File: config.mk
export PLATFORM = sky130hd
export DESIGN_NAME = instr_byte_sequencer_flat
export DESIGN_NICKNAME = d
export VERILOG_FILES = /design/src/rtl/instr_byte_sequencer_if.sv /design/src/rtl/instr_byte_sequencer.sv /design/src/flat_wrapper.sv
export SDC_FILE = /design/constraint.sdc
export NUM_CORES = 1
export LEC_CHECK = 0
export BUFFER_PORTS_ARGS = -buffer_cell sky130_fd_sc_hd__buf_2
export CORE_ASPECT_RATIO = 1.1
export CORE_MARGIN = 10
export CORE_UTILIZATION = 42
export DETAILED_ROUTE_END_ITERATION = 10
export PLACE_DENSITY_LB_ADDON = 0.25
export SLEW_MARGIN = 15
export SYNTH_ARGS = -nofsm -noshare
export SYNTH_HDL_FRONTEND = slang
export SYNTH_SLANG_ARGS = --single-unit
File: constraint.sdc
create_clock -name clk -period 2.06 [get_ports clk]
set_input_delay 0.412 -clock clk [delete_from_list [all_inputs] [get_ports clk]]
set_output_delay 0.412 -clock clk [all_outputs]
set_load 0.01 [all_outputs]
File: src/rtl/instr_byte_sequencer_if.sv
// Bus bundle for instr_byte_sequencer: byte input stream, datapath hookup and
// byte output stream.
// Handshake: a byte moves on a rising edge only when valid && ready are both
// high in that cycle; valid/byte hold until then, and ready never depends on valid.
interface instr_byte_sequencer_if;
    logic        in_valid;
    logic [7:0]  in_byte;
    logic        in_ready;
    logic [31:0] core_instr;
    logic        core_step;
    logic [31:0] core_alu_result;
    logic [31:0] core_addr;
    logic        out_valid;
    logic [7:0]  out_byte;
    logic        out_ready;
    logic        busy;
    logic [1:0]  dbg_state;

    modport master (
        output in_valid, in_byte, core_alu_result, core_addr, out_ready,
        input  in_ready, core_instr, core_step, out_valid, out_byte, busy, dbg_state
    );

    modport slave (
        input  in_valid, in_byte, core_alu_result, core_addr, out_ready,
        output in_ready, core_instr, core_step, out_valid, out_byte, busy, dbg_state
    );
endinterface

File: src/rtl/instr_byte_sequencer.sv
// Assembles a 32-bit instruction from 4 input bytes, steps the datapath once,
// then streams the captured ALU result (and optionally the PC) back out as bytes.
module instr_byte_sequencer #(
    parameter int SEND_PC = 0
) (
    input logic                   clk,
    input logic                   rst_n,
    instr_byte_sequencer_if.slave bus
);

    typedef enum logic [1:0] {
        LOAD = 2'd0,
        EXEC = 2'd1,
        SEND = 2'd2
    } state_t;

    localparam logic [2:0] LAST_ODX = (SEND_PC != 0) ? 3'd7 : 3'd3;

    state_t      state;
    logic [1:0]  idx;
    logic [2:0]  odx;
    logic [31:0] instr_q;
    logic [63:0] cap_q;

    always_ff @(posedge clk) begin
        if (!rst_n) begin
            state   <= LOAD;
            idx     <= 2'd0;
            odx     <= 3'd0;
            instr_q <= 32'd0;
            cap_q   <= 64'd0;
        end else begin
            unique case (state)
                LOAD: begin
                    if (bus.in_valid) begin
                        instr_q[{idx, 3'b000} +: 8] <= bus.in_byte;
                        idx <= idx + 2'd1;
                        if (idx == 2'd3) state <= EXEC;
                    end
                end
                EXEC: begin
                    // core_addr is still the pre-step PC in this cycle
                    cap_q <= {bus.core_addr, bus.core_alu_result};
                    state <= SEND;
                end
                SEND: begin
                    if (bus.out_ready) begin
                        if (odx == LAST_ODX) begin
                            odx   <= 3'd0;
                            state <= LOAD;
                        end else begin
                            odx <= odx + 3'd1;
                        end
                    end
                end
                default: state <= LOAD;
            endcase
        end
    end

    assign bus.in_ready   = (state == LOAD);
    assign bus.core_step  = (state == EXEC);
    assign bus.out_valid  = (state == SEND);
    assign bus.out_byte   = (state == SEND) ? cap_q[{odx, 3'b000} +: 8] : 8'h00;
    assign bus.core_instr = instr_q;
    assign bus.busy       = !((state == LOAD) && (idx == 2'd0));
    assign bus.dbg_state  = state;

endmodule

File: src/flat_wrapper.sv
// flat-port wrapper written by rule: the top's interface ports become plain ports
module instr_byte_sequencer_flat 
#(
    parameter int SEND_PC = 0
)
  (clk, rst_n, bus_in_valid, bus_in_byte, bus_core_alu_result, bus_core_addr, bus_out_ready, bus_in_ready, bus_core_instr, bus_core_step, bus_out_valid, bus_out_byte, bus_busy, bus_dbg_state);
  instr_byte_sequencer_if bus_i ();
  input logic clk;
  input logic rst_n;
  input wire logic [$bits(bus_i.in_valid)-1:0] bus_in_valid;
  input wire logic [$bits(bus_i.in_byte)-1:0] bus_in_byte;
  input wire logic [$bits(bus_i.core_alu_result)-1:0] bus_core_alu_result;
  input wire logic [$bits(bus_i.core_addr)-1:0] bus_core_addr;
  input wire logic [$bits(bus_i.out_ready)-1:0] bus_out_ready;
  output wire logic [$bits(bus_i.in_ready)-1:0] bus_in_ready;
  output wire logic [$bits(bus_i.core_instr)-1:0] bus_core_instr;
  output wire logic [$bits(bus_i.core_step)-1:0] bus_core_step;
  output wire logic [$bits(bus_i.out_valid)-1:0] bus_out_valid;
  output wire logic [$bits(bus_i.out_byte)-1:0] bus_out_byte;
  output wire logic [$bits(bus_i.busy)-1:0] bus_busy;
  output wire logic [$bits(bus_i.dbg_state)-1:0] bus_dbg_state;
  assign bus_i.in_valid = bus_in_valid;
  assign bus_i.in_byte = bus_in_byte;
  assign bus_i.core_alu_result = bus_core_alu_result;
  assign bus_i.core_addr = bus_core_addr;
  assign bus_i.out_ready = bus_out_ready;
  assign bus_in_ready = bus_i.in_ready;
  assign bus_core_instr = bus_i.core_instr;
  assign bus_core_step = bus_i.core_step;
  assign bus_out_valid = bus_i.out_valid;
  assign bus_out_byte = bus_i.out_byte;
  assign bus_busy = bus_i.busy;
  assign bus_dbg_state = bus_i.dbg_state;
  instr_byte_sequencer #(.SEND_PC(SEND_PC)) u_core (.clk(clk), .rst_n(rst_n), .bus(bus_i));
endmodule
==> run summary <==
The tools report the switching power of the nets as 0.000972 W. In the layout the commonest cells are nand2_1 (166), buf_2 (121), dfxtp_1 (99). For this design the static power due to leakage is 2.26 nW. Most common library cell in the layout ignoring fill and taps: nand2_1. The routed design has 13.2 mm of wire. The internal cell power is 0.00312 W. TritonCTS built the clock tree. The worst clock skew is 0.0101 ns. The number of different library cells in the post-synthesis netlist is 38. The count of buffers added on input and output ports is 121. CTS placed an instance of clkbuf_16 at the clock tree root. The tools report the routability-driven placement congestion ratio as 0.868. Required time of the critical path: 1.65 ns. Synthesis produced a netlist whose cell count is 533. The number of antenna violations at the first check in global routing came out at 1.

Initial core utilization: 0.429. The run gives 48 as the maximum number of pins on one net before global-route repair. After clock tree synthesis, the clock-pin slew on the worst setup and hold paths is 0.07 ns. The number of maximum-capacitance constraint violations came out at 0. For the clock group share of total power, the log shows 0.423. The vertical die dimension came out at 131 um. For the placed cell count, the log shows 771. TritonCTS created 9 clock buffers. The core area was 11,000 sq um; the share of the clock period used by the worst path after layout was 0.984.

Yosys attributes the largest share of cell area to dfxtp_1 (44%), nand2_1 (13%), a21boi_0 (12%). After global routing the overflow that remains totals 0. The critical path endpoint category is an output pin.

Using the TritonRoute via totals, the vias-per-cell ratio works out to 5.13. The portion of synthesized cell area occupied by the leading cell type is 0.439. The share of flip-flops with an asynchronous set or reset came out at 0.

The synthesized design contains 103 register bits. The sequential cell area fraction in the yosys report came out at 0.439. Detailed-route DRC error count: 0.

After clock tree synthesis, the setup repair step added 0 buffers. Prior to clock tree synthesis, the placed netlist has a worst setup slack of 0.134 ns. The die footprint is 15,800 sq um, and the number of search-and-repair iterations in the first detailed-routing pass is 7. Total power: 0.00409 W. The count of synthesis-stage warnings from yosys is 0. Along the worst path, the maximum fanout reaches 8. The logs give 0.164 for the overall track demand over capacity in global routing and 720 for the number of nets in the layout. In the final routed layout, each cell accounts on average for 16.7 um.

In this run the remaining antenna-violating nets after routing total 0. Counting every sink on the clock net gives 103. The cell area that synthesis handed to floorplanning was 4700 sq um. Class of the worst hold path: primary input to flop. The start-to-end type of the worst setup path is flop to output pin. The number of placed I/O pins was 122; the measured slew at the worst slew-check pin was 0.468 ns. Setup repair after global routing could not meet its margin everywhere. The run gives 0.494 as the relative contribution of sequential cells to total power.

The number of vias after detailed routing was 4,049. The via count of the first global-routing pass was 4,193; the maximum count of clock buffers along a single path was 2. The fraction of layout cells with a size suffix above 1 came out at 0.266. Subtracting the final worst setup slack from the clock period gives 2.03 ns. The worst slew margin relative to its limit was 0.688; the power per standard cell area was 707 nW/um^2. Counting flops with a built-in enable in the synthesized netlist gives 0. The share of total power consumed by net switching was 0.237; the arrival time at the worst endpoint was 1.61 ns. The run finished with clean final reports. In the final timing run, aggregate negative setup slack is 0 ns. The fraction of power consumed by combinational cells was 0.082. STA classifies the critical path startpoint as a flop.

In this run the mean area of a mapped cell was 8.82 sq um. After clock tree synthesis, the flow added hold-fix buffers numbering 0. The first-pass GRT wire length was 20.9 mm; the number of nets produced by synthesis was 616.

For the number of hold violations in the final report, the log shows 0. After floorplanning, the core was divided into 40 placement rows. Summed over all instances, the cell type with the most area after synthesis is dfxtp_1. The top flip-flop cell by instance count after synthesis was dfxtp_1.

The run gives 0.0337 ns as the worst setup margin. Relative to the synthesized area, the layout overhead comes to 23.2%. Derived from the worst setup path, the maximum achievable clock frequency is 494 MHz. IR analysis of the VDD net gives a maximum drop of 0.529 mV. The clock insertion delay at the later pin of the skew report was 0.34 ns; the number of standard cells in the layout, taps in and fillers out was 790. Summing all placed instances gives a cell area of 5390 sq um. The tools report the number of max-slew violations in the final report as 0.

The logs give 0 for the number of setup violations in the final report and 9.78 mm for the half-perimeter wire length after detailed placement. The H-tree generated during clock tree synthesis spans 3 levels. The first routing iteration left 266 violations.

In this run the horizontal extent of the chip is 121 um. The final instance area came out at 5790 sq um.
## kinds of logic (layout without fill, tap and decap cells)
family | after synthesis | in the layout | synth area share
other cells | 0 | 1 | 0
fa+ha+maj | 7 | 7 | 0.0186
buf+inv | 46 | 155 | 0.0554
compound gates | 117 | 117 | 0.185
simple gates | 226 | 226 | 0.231
flops | 103 | 103 | 0.439
xor+xnor | 1 | 1 | 0.00186
mux | 33 | 33 | 0.0703
## flip-flops by register name (all words and copies together), names as in the netlist
register               cells
u_core.cap_q              64
u_core.bus.core_instr     32
u_core.odx                 3
u_core.bus.dbg_state       2
u_core.idx                 2
## power groups by stage
stage / combinational [W] / clock (W) / sequential, W
2_1_floorplan: 0.000184 / 0 / 0.00208
3_3_place_gp: 0.000332 / 0 / 0.00207
3_5_place_dp: 0.000335 / 0 / 0.00207
4_1_cts: 0.000337 / 0.00178 / 0.00202
5_1_grt: 0.000371 / 0.00186 / 0.00203
6_report: 0.000337 / 0.00173 / 0.00202
## cells in the mapped netlist, types with 2 or more instances
cell       number
nand3_1        20
a22oi_1        16
nand2b_1        4
nor2_1          3
and4bb_1        2
buf_1           4
nand4bb_1       2
buf_2          10
buf_6           3
buf_4          14
inv_1           2
nor4bb_1        3
ha_1            7
a21boi_0       73
nand2_1       166
clkbuf_1       12
and2_1          2
a21boi_1       14
nor2b_1         5
and3_1          9
mux2i_1        33
dfxtp_1       103
o22ai_1        11
## final cells by class
cell class                      count  area (sq um)
Multi-Input combinational cell    384          2410
Clock buffer                        9           225
Inverter                            3          11.3
Timing Repair Buffer              136           806
Antenna cell                        1          2.50
Tap cell                          147           184
Sequential cell                   103          2070
Fill cell                        1047          5170
Clock inverter                      7          77.6
## layer usage
layer / up-vias / wire [um] / global-route usage
met2: 125 / 6340 / 0.276
li1: 2025 / - / -
met4: 0 / 170 / 0.0511
met5: - / 0 / 0
met3: 12 / 1050 / 0.0592
met1: 1887 / 5640 / 0.190
## worst max-delay path: stages (launching register included)
cell and delay [ns]:
dfxtp_4 0.41, clkbuf_16 0.18, mux2i_1 0.22, a22oi_1 0.12, and3_1 0.21, buf_2 0.14
## repair_timing
action                                  4_1_cts  5_1_grt
gates resized for setup                       7        8
endpoints found under the setup margin        8        8
pin swaps                                     0        1
gates cloned                                  1        1
hold endpoints to repair                      0        0
## per-stage QoR
step,util,hold WS [ns]
2_1_floorplan,-,0.434
3_3_place_gp,0.492,0.441
3_5_place_dp,0.492,0.445
4_1_cts,0.523,0.295
5_1_grt,0.528,0.308
6_report,0.528,0.305
## final timing paths
path | startpoint | end | slack, ns | cells past startpoint
setup / recovery | u_core.odx[1] | bus_out_byte[7] | 0.03 | 5
hold / removal | bus_core_alu_result[31] | u_core.cap_q[31] | 0.31 | 3
setup reg to reg | u_core.idx[1] | u_core.bus.core_instr[6] | 0.16 | 6
hold reg to reg | u_core.cap_q[32] | u_core.cap_q[32] | 0.46 | 2
(Power assumes the default switching activity.)
